$ cat config.mk
export PLATFORM = sky130hd
export DESIGN_NAME = musa_mem_arbiter
export DESIGN_NICKNAME = d
export VERILOG_FILES = /design/src/rtl/musa_mem_arbiter.sv
export SDC_FILE = /design/constraint.sdc
export NUM_CORES = 1
export LEC_CHECK = 0
export ABC_AREA = 1
export CAP_MARGIN = 20
export CORE_MARGIN = 2
export CORE_UTILIZATION = 43
export CTS_BUF_LIST = sky130_fd_sc_hd__clkbuf_4 sky130_fd_sc_hd__clkbuf_8
export CTS_CLUSTER_DIAMETER = 80
export DETAILED_ROUTE_END_ITERATION = 8
export PLACE_DENSITY = 0.86
export SLEW_MARGIN = 20
export SYNTH_ARGS = -nofsm -noshare
export SYNTH_HDL_FRONTEND = slang
export SYNTH_SLANG_ARGS = --single-unit
$ cat constraint.sdc
create_clock -name clk -period 4.6 [get_ports clk]
set_input_delay 0.69 -clock clk [delete_from_list [all_inputs] [get_ports clk]]
set_output_delay 0.69 -clock clk [all_outputs]
set_load 0.005 [all_outputs]
$ cat src/rtl/musa_mem_arbiter.sv
// musa_mem_arbiter
//   Serialises accesses from three requesters onto the single-port MUSA data
//   memory. The loader (bit 0) always wins. The core (bit 1) and stack (bit 2)
//   share the rest round-robin. Each access takes MEM_LATENCY+3 cycles:
//   grant (IDLE), strobe (ACCESS), MEM_LATENCY wait cycles, done (RESP).
//
// Ports
//   clk, rst         clock, synchronous active-high reset
//   req/we           per-requester request and write flag (3 bits)
//   addr/wdata       per-requester address/write data, requester i at slice i
//   gnt              one-hot combinational grant, only in IDLE
//   done             one-hot completion pulse in RESP
//   rdata            read data, valid while done is set for a read
//   busy             access in flight
//   mem_*            fixed-latency memory port
module musa_mem_arbiter #(
  parameter int DATA_WIDTH  = 32,
  parameter int ADDR_WIDTH  = 10,
  parameter int MEM_LATENCY = 2
) (
  input  logic                    clk,
  input  logic                    rst,
  input  logic [2:0]              req,
  input  logic [2:0]              we,
  input  logic [3*ADDR_WIDTH-1:0] addr,
  input  logic [3*DATA_WIDTH-1:0] wdata,
  output logic [2:0]              gnt,
  output logic [2:0]              done,
  output logic [DATA_WIDTH-1:0]   rdata,
  output logic                    busy,
  output logic                    mem_en,
  output logic                    mem_we,
  output logic [ADDR_WIDTH-1:0]   mem_addr,
  output logic [DATA_WIDTH-1:0]   mem_wdata,
  input  logic [DATA_WIDTH-1:0]   mem_rdata
);

  typedef enum logic [1:0] {IDLE, ACCESS, WAIT, RESP} state_t;

  state_t                  state_q, state_d;
  logic [1:0]              owner_q, owner_d;
  logic                    we_q, we_d;
  logic [ADDR_WIDTH-1:0]   addr_q, addr_d;
  logic [DATA_WIDTH-1:0]   wdata_q, wdata_d;
  logic                    ptr_q, ptr_d;     // 0: core first, 1: stack first
  logic [3:0]              cnt_q, cnt_d;
  logic [DATA_WIDTH-1:0]   rdata_q, rdata_d;
  logic [2:0]              win;

  // Winner selection; gated by rst so nothing is granted while in reset.
  always_comb begin
    win = '0;
    if (state_q == IDLE && !rst) begin
      if (req[0])                 win = 3'b001;
      else if (req[1] && req[2])  win = ptr_q ? 3'b100 : 3'b010;
      else if (req[1])            win = 3'b010;
      else if (req[2])            win = 3'b100;
    end
  end

  // State register
  always_ff @(posedge clk) begin
    if (rst) begin
      state_q <= IDLE;
      owner_q <= '0;
      we_q    <= 1'b0;
      addr_q  <= '0;
      wdata_q <= '0;
      ptr_q   <= 1'b0;
      cnt_q   <= '0;
      rdata_q <= '0;
    end else begin
      state_q <= state_d;
      owner_q <= owner_d;
      we_q    <= we_d;
      addr_q  <= addr_d;
      wdata_q <= wdata_d;
      ptr_q   <= ptr_d;
      cnt_q   <= cnt_d;
      rdata_q <= rdata_d;
    end
  end

  // Next-state and datapath capture
  always_comb begin
    state_d = state_q;
    owner_d = owner_q;
    we_d    = we_q;
    addr_d  = addr_q;
    wdata_d = wdata_q;
    ptr_d   = ptr_q;
    cnt_d   = cnt_q;
    rdata_d = rdata_q;
    unique case (state_q)
      IDLE: begin
        if (win != '0) begin
          state_d = ACCESS;
          for (int unsigned i = 0; i < 3; i++) begin
            if (win[i]) begin
              owner_d = 2'(i);
              we_d    = we[i];
              addr_d  = addr[i*ADDR_WIDTH +: ADDR_WIDTH];
              wdata_d = wdata[i*DATA_WIDTH +: DATA_WIDTH];
            end
          end
          // Core grant hands priority to stack and vice versa; loader leaves it.
          if (!win[0]) ptr_d = win[1];
        end
      end
      ACCESS: begin
        cnt_d   = 4'(MEM_LATENCY - 1);
        state_d = WAIT;
      end
      WAIT: begin
        if (cnt_q == '0) begin
          if (!we_q) rdata_d = mem_rdata;
          state_d = RESP;
        end else begin
          cnt_d = cnt_q - 4'd1;
        end
      end
      RESP: state_d = IDLE;
      default: state_d = IDLE;
    endcase
  end

  // Outputs; mem_addr/mem_wdata come straight from the capture registers so
  // they hold outside ACCESS.
  always_comb begin
    gnt       = win;
    done      = '0;
    if (state_q == RESP) done[owner_q] = 1'b1;
    busy      = (state_q != IDLE);
    mem_en    = (state_q == ACCESS);
    mem_we    = (state_q == ACCESS) && we_q;
    mem_addr  = addr_q;
    mem_wdata = wdata_q;
    rdata     = rdata_q;
  end

endmodule

==> run metrics, run 1 <==
Crit Reg-Reg Endpoint=mem_addr[9]; top cells by area, synth=dfxtp_1 39%, nand3_1 14%, nand2_1 11%; Pwr Density=398 nW/um^2; clk slew on worst S/H paths=90 ps; worst-path fanout max=47; Critical Path, Cell by Cell=clkdlybuf4s50_1 > inv_1 > nor2_1 > nand3_4 > inv_8 > clkdlybuf4s50_1; Synth-to-Final Area Change=58.6%; vias in the first global route=4833; initial antenna violation count=0; number of cell rows=36; All-Layer GR Usage=26.0%; Final min period=3690 ps; Sink Count=84; most common cell after layout, fill and taps aside=clkdlybuf4s50_1; Setup WS pre-CTS=926 ps; Worst Setup Start Kind=input pin; Post-Syn Nets=813; Root Driver=clkbuf_8; Fin. Hold Viols=0; nature of the critical path endpoint=primary output; Crit path depth=6; flop2flop setup slack=1770 ps; Post-Synth XOR/XNOR Area=0.404%; most area-hungry cell type in the Yosys netlist=dfxtp_1; Post-Synthesis Cell Area=4340 sq um; CTS buffer count=9; Unique masters post-synth=25; first-pass GRT wire length=23.2 mm; area of the multi-input gates=2110 sq um; Max Clk Rate=0.271 GHz; CTS Hold Bufs=0; via count=5005; Peak VDD IR=0.193 mV; Relative slew margins=33.2%; Setup CP Type=input pin to primary output; setup_tns=0 ps; post-synthesis mux area share=0%; fill cell count=778; diode count=0; Buf/Inv on CP=4; post-synthesis adder-cell area fraction=2.02%; Worst Skew=20.1 ps; most used cell, CP=clkdlybuf4s50_1; Seq. cell area=1680 sq um; antenna viol nets, final=0; Skew-Pair Late Insertion Delay=350 ps; WHS Path Cells=2; Nets=1030; DRC Markers=0; yosys warns=0; drt wl/cell=14.8 um; Iteration-0 DRC Markers=220; crit share post-route=80.3%; starting density of the core=44.4%; post-synthesis sequential area ratio=38.8%; commonest cells after routing, fill and taps aside=247 x clkdlybuf4s50_1, 130 x nand2_1, 121 x nand3_1; Slew Viols, Final=0; number of I/O port buffers=248; CTS H-tree depth=3; fraction of layout cells with a size suffix above 1=4.06%; hold path startpoint=rdata[2]; slowest cell on the critical path=clkdlybuf4s50_1; R2R cell count=9; Via density=5.03; Die W=104 um; leakage=2.92 nW; DR pass1 iterations=4; worst-margin pin slew=999 ps; Data required, critical path=3910 ps; Die Y=104 um; DPL Wire Length=10.7 mm; pin count of the biggest net entering global routing=78; Detailed Route WL=14.7 mm; unrepaired setup endpoints after global routing=no; clk buf depth=2; R2R Path Start=state_q[0]; core footprint=9770 sq um; Seq cells post-synth=84; setup violators final=0; grt ovf=0; Hold Path Sink=rdata[2]; largest family of logic cells by synthesized area=simple AND/OR/NAND/NOR gates; share of the synthesized area in the top cell type=38.8%; status=finished, final reports clean; # Post-CTS Setup Buffers=0; Simple-Gate Fraction of Synth Area=36.0%; Synth Area in Compound Gates=10.0%; setup ws final=907 ps; CTS tree=done; cts repair resizes=0; Mapped Avg Cell Area=6.77 sq um; HP Class=flop to flop; RePlAce Congestion=0.859; cell count after synthesis=640; # IOs=249; full die area=10900 sq um; CP max stage delay=570 ps; Top Family by Delay on Critical Path=buffers and inverters; MaxCap Viol Count=0; crit path DAT=3000 ps
-- layout make-up --
cell class | instances | share of cell area, %
Clock buffer | 10 | 2.00
Multi-Input combinational cell | 451 | 30.7
Timing Repair Buffer | 251 | 36.4
Tap cell | 133 | 2.42
Sequential cell | 84 | 24.5
Clock inverter | 6 | 0.655
Inverter | 60 | 3.42
-- metal layers --
metal	part of all wire (%)	up-vias	GRT usage, %
li1	-	2484	-
met1	38	2238	28.0
met2	49	247	46.2
met3	9.8	36	8.77
met4	3.3	0	11.1
met5	0	-	0
-- worst max path at each step --
stage / to / slack (ps) / start
2_1_floorplan: gnt[2] / 2530 / rst
3_3_place_gp: gnt[2] / 960 / req[2]
3_5_place_dp: gnt[2] / 930 / req[2]
4_1_cts: gnt[2] / 920 / req[2]
5_1_grt: gnt[2] / 810 / req[2]
6_report: gnt[2] / 910 / req[2]
-- state kept, by name, summed over array words and instances, names as in the netlist --
signal     count
rdata         32
mem_wdata     32
we_q           1
cnt_q          4
owner_q        2
state_q        2
mem_addr      10
ptr_q          1
-- cells in the mapped netlist --
cell,number
or2_2,1
inv_1,56
inv_4,1
nand2_1,130
buf_6,16
nand4_1,1
nor2_1,93
o21ai_0,6
nand3_1,121
dfxtp_1,84
a21oi_1,39
buf_4,3
nor3_1,2
buf_1,3
o21ai_1,39
xor2_1,2
o31ai_1,2
buf_2,12
nand3_4,3
nor2_8,1
inv_8,1
nand2_2,4
clkbuf_1,11
inv_2,2
ha_1,7
-- kinds of logic after synthesis --
family,after synthesis
compound gates,86
xor+xnor,2
fa+ha+maj,7
buf+inv,105
flops,84
simple gates,356
-- where the power goes --
part	internal, mW	switching (mW)	total, mW
clock	0.214	0.277	0.491
combinational	0.615	0.642	1.26
sequential	0.896	0.0954	0.991
total	1.72	1.01	2.74
-- worst min-delay path: cells and delay by family, from the launching register on --
family / cells / cell delay (ps)
flops: 1 / 320
simple gates: 1 / 60
compound gates: 1 / 50
-- metrics by stage --
step / area (sq um) / cells / util, % / hold slack [ps] / total power [mW]
6_report: 6870 / 995 / 70.3 / 468 / 2.74
4_1_cts: 6870 / 995 / 70.3 / 469 / 2.76
3_5_place_dp: 6690 / 979 / 68.5 / 455 / 2.26
2_1_floorplan: 4340 / 640 / - / 439 / 1.68
3_3_place_gp: 6690 / 979 / 68.4 / 447 / 2.21
5_1_grt: 6870 / 995 / 70.3 / 486 / 2.93
Power figures use the tool's default switching activity.
==> inputs of run 2 (changes only) <==
- CORE_UTILIZATION: 43 -> 40
- PLACE_DENSITY: 0.86 -> 0.81
- clock period: 4.6 -> 3.6 ns (I/O delays scaled with it)
==> run metrics, run 2 (synthesized netlist as in run 1, its figures left out) <==
Fin. Hold Viols=0; most used cell, CP=clkdlybuf4s50_1; setup violators final=0; # IOs=249; DRC Markers=0; pin count of the biggest net entering global routing=78; Critical Path, Cell by Cell=clkdlybuf4s50_1 > inv_1 > nor2_1 > nand3_4 > inv_8 > clkdlybuf4s50_1; Final Hold Slack=461 ps; Skew-Pair Late Insertion Delay=350 ps; Final min period=2730 ps; worst-margin pin slew=977 ps; first-pass GRT wire length=21.6 mm; CTS tree=done; Max Clk Rate=0.367 GHz; Sink Count=84; CP max stage delay=560 ps; Relative slew margins=34.7%; flop2flop setup slack=1020 ps; nature of the critical path endpoint=primary output; cts repair resizes=0; DPL Wire Length=10.8 mm; Slew Viols, Final=0; fill cell count=928; number of cell rows=38; vias in the first global route=4640; starting density of the core=40.5%; R2R cell count=12; Detailed Route WL=14.1 mm; grt ovf=0; RePlAce Congestion=0.850; Die Y=108 um; Via density=4.86; diode count=0; Root Driver=clkbuf_8; Nets=1034; most common cell after layout, fill and taps aside=clkdlybuf4s50_1; DR pass1 iterations=5; worst-path fanout max=45; CTS Hold Bufs=0; antenna viol nets, final=0; unrepaired setup endpoints after global routing=no; Crit Reg-Reg Endpoint=mem_addr[3]; CTS H-tree depth=3; clk buf depth=2; All-Layer GR Usage=23.4%; Data required, critical path=3060 ps; leakage=2.96 nW; commonest cells after routing, fill and taps aside=247 x clkdlybuf4s50_1, 130 x nand2_1, 121 x nand3_1; number of I/O port buffers=248; setup_tns=0 ps; Setup CP Type=input pin to primary output; R2R Path Start=state_q[0]; clk slew on worst S/H paths=70 ps; drt wl/cell=14.0 um; hold path startpoint=rdata[27]; fraction of layout cells with a size suffix above 1=4.28%; MaxCap Viol Count=0; status=finished, final reports clean; # Post-CTS Setup Buffers=0; Worst Skew=9.57 ps; HP Class=flop to flop; Die W=108 um; via count=4886; Hold Path Sink=rdata[27]; full die area=11700 sq um; WHS Path Cells=2; core footprint=10700 sq um; slowest cell on the critical path=clkdlybuf4s50_1; crit path DAT=2190 ps; crit share post-route=75.7%; Pwr Density=514 nW/um^2; Worst Setup Start Kind=input pin; CTS buffer count=9; Iteration-0 DRC Markers=363; Peak VDD IR=0.321 mV; initial antenna violation count=0; Synth-to-Final Area Change=60.0%
[run 2: cell types whose count changed in the layout (fill, tap and decap cells not counted), sizes merged]
cell / previous run / this run
buf: 4 / 8
bufinv: 0 / 2
clkinv: 1 / 2
clkinvlp: 3 / 1
inv: 62 / 60
[run 2: how the worst max path moves through the flow]
| stage | start | end | slack [ps] |
|---|---|---|---|
| final | req[2] | gnt[2] | 870 |
| after global routing | state_q[1] | gnt[2] | 780 |
| after CTS | state_q[1] | gnt[2] | 880 |
| after detailed placement | req[0] | mem_wdata[25] | 770 |
| after global placement | req[0] | mem_wdata[28] | 870 |
| after floorplan | state_q[0] | gnt[2] | 1800 |
[run 2: layout make-up]
| cell class | count | area, sq um | share of cell area [%] |
|---|---|---|---|
| clock buffers | 10 | 131 | 1.89 |
| clock inverters | 5 | 77.6 | 1.12 |
| inverters | 60 | 235 | 3.39 |
| multi-input cells | 451 | 2110 | 30.4 |
| flip-flops and latches | 84 | 1680 | 24.2 |
| well taps | 140 | 175 | 2.53 |
| repair buffers | 255 | 2530 | 36.5 |
[run 2: worst max-delay path: cells and delay by family]
family	cells	cell delay, ps
and+or+nand+nor	2	300
buffers and inverters	4	1300
[run 2: per-layer routing]
metal  track usage [%]  vias up  wire length (um)
li1                  -     2488                 -
met1              25.3     2158              5430
met2              41.1      212              6770
met3              7.96       28              1500
met4              11.1        0               406
met5                 0        -                 0
[run 2: power by group]
part	total [mW]	switching [mW]	internal [mW]
Clock	0.705	0.313	0.392
Combinational	1.59	0.803	0.789
Sequential	1.27	0.121	1.14
[run 2: metrics by stage]
stage	power [mW]	cells	worst slack (ps)	util, %	cell area [sq um]
2_1_floorplan	2.14	640	1800	-	4340
3_3_place_gp	2.84	990	867	62.9	6730
3_5_place_dp	2.89	990	769	62.9	6730
4_1_cts	3.60	1005	883	64.8	6940
5_1_grt	3.82	1005	784	64.8	6940
6_report	3.56	1005	873	64.8	6940
==> inputs of run 3 (changes only) <==
- clock period: 3.6 -> 2.85 ns (I/O delays scaled with it)
==> run metrics, run 3 (synthesized netlist as in run 1, its figures left out) <==
core footprint=10700 sq um; Relative slew margins=34.2%; leakage=2.99 nW; number of cell rows=38; pin count of the biggest net entering global routing=78; nature of the critical path endpoint=primary output; starting density of the core=40.5%; clk slew on worst S/H paths=80 ps; RePlAce Congestion=0.865; slowest cell on the critical path=clkdlybuf4s50_1; number of I/O port buffers=248; CTS tree=done; commonest cells after routing, fill and taps aside=247 x clkdlybuf4s50_1, 130 x nand2_1, 121 x nand3_1; setup_tns=0 ps; crit share post-route=84.2%; CTS buffer count=9; initial antenna violation count=0; DPL Wire Length=10.9 mm; fraction of layout cells with a size suffix above 1=4.72%; setup violators final=0; All-Layer GR Usage=24.0%; met3 Usage GRT=8.86%; CTS Hold Bufs=0; crit path DAT=1970 ps; Sink Count=84; full die area=11700 sq um; CP max stage delay=500 ps; Fin. Hold Viols=0; Buf/Inv on CP=4; most common cell after layout, fill and taps aside=clkdlybuf4s50_1; Top Family by Delay on Critical Path=buffers and inverters; status=finished, final reports clean; # IOs=249; Root Driver=clkbuf_8; drt wl/cell=14.5 um; Die Y=108 um; first-pass GRT wire length=22.2 mm; grt ovf=0; cts repair resizes=0; unrepaired setup endpoints after global routing=no; Die W=108 um; Final min period=2400 ps; antenna viol nets, final=0; Worst Setup Start Kind=flop; via count=4980; clk buf depth=2; Slew Viols, Final=0; Skew-Pair Late Insertion Delay=360 ps; DRC Markers=0; HP Class=flop to flop; Detailed Route WL=14.6 mm; GRT busiest layer=met2; Data required, critical path=2420 ps; Synth-to-Final Area Change=61.4%; Pwr Density=666 nW/um^2; Max Clk Rate=0.417 GHz; Worst Skew=7.95 ps; # Post-CTS Setup Buffers=0; Total Power=4.66 mW; Iteration-0 DRC Markers=365; most used cell, CP=inv_1; worst-margin pin slew=985 ps; M1 GR Usage=25.8%; vias in the first global route=4735; Via density=4.94; Setup CP Type=flop to primary output; CTS H-tree depth=3; DR pass1 iterations=5; worst-path fanout max=4; diode count=0; met2 Usage GRT=42.2%; Nets=1037; MaxCap Viol Count=0; Critical Path, Cell by Cell=inv_1 > ha_1 > inv_1 > nor2_8 > nand3_4 > inv_8 > clkdlybuf4s50_1; Peak VDD IR=0.307 mV
[run 3: changes by cell type in the layout (fill, tap and decap cells not counted)]
| cell | change |
|---|---|
| buf_4 | +3 |
| bufinv_16 | +1 |
| clkbuf_4 | -1 |
| clkinv_2 | -2 |
| clkinv_4 | +1 |
| clkinvlp_4 | +1 |
| inv_6 | +1 |
[run 3: per-stage QoR]
| stage | cells | instance area (sq um) | utilization [%] | hold WS, ps | worst slack, ps |
|---|---|---|---|---|---|
| after floorplan | 640 | 4340 | - | 439 | 1160 |
| after global placement | 993 | 6750 | 63.1 | 448 | 557 |
| after detailed placement | 993 | 6750 | 63.1 | 452 | 520 |
| after CTS | 1009 | 7000 | 65.4 | 465 | 395 |
| after global routing | 1009 | 7000 | 65.4 | 482 | 292 |
| final | 1009 | 7000 | 65.4 | 466 | 451 |
[run 3: final cells by class]
class | count | area (sq um)
fillers | 944 | 3700
inverters | 60 | 235
well taps | 140 | 175
clock buffers | 9 | 124
clock inverters | 7 | 123
flip-flops and latches | 84 | 1680
multi-input cells | 451 | 2110
repair buffers | 258 | 2550
[run 3: routing by layer]
| layer | vias to the layer above | wire, um |
|---|---|---|
| li1 | 2492 | - |
| met1 | 2237 | 5610 |
| met2 | 224 | 7020 |
| met3 | 27 | 1590 |
| met4 | 0 | 397 |
| met5 | - | 0 |
[run 3: worst register-to-register path: stages, from the launching register on]
cell	delay (ps)
dfxtp_1	390
inv_1	100
ha_1	220
inv_1	160
nor2_8	60
nand2_1	150
nand3_4	300
inv_4	460
o21ai_1	170
inv_1	90
[run 3: path summary, 6_finish.rpt]
kind	from	to	slack, ps	depth (start not counted)
worst min register to register	cnt_q[1]	cnt_q[1]	470	2
worst max-delay path	state_q[0]	gnt[2]	450	7
worst min-delay path	cnt_q[1]	cnt_q[1]	470	2
worst max register to register	state_q[0]	mem_wdata[28]	690	9
[run 3: report_power, final]
part           total [mW]  internal (mW)  leakage (nW)  switching [mW]
logic                2.03           1.01          2.18            1.03
clock network        1.03          0.586         0.116           0.441
registers            1.60           1.45         0.688           0.156
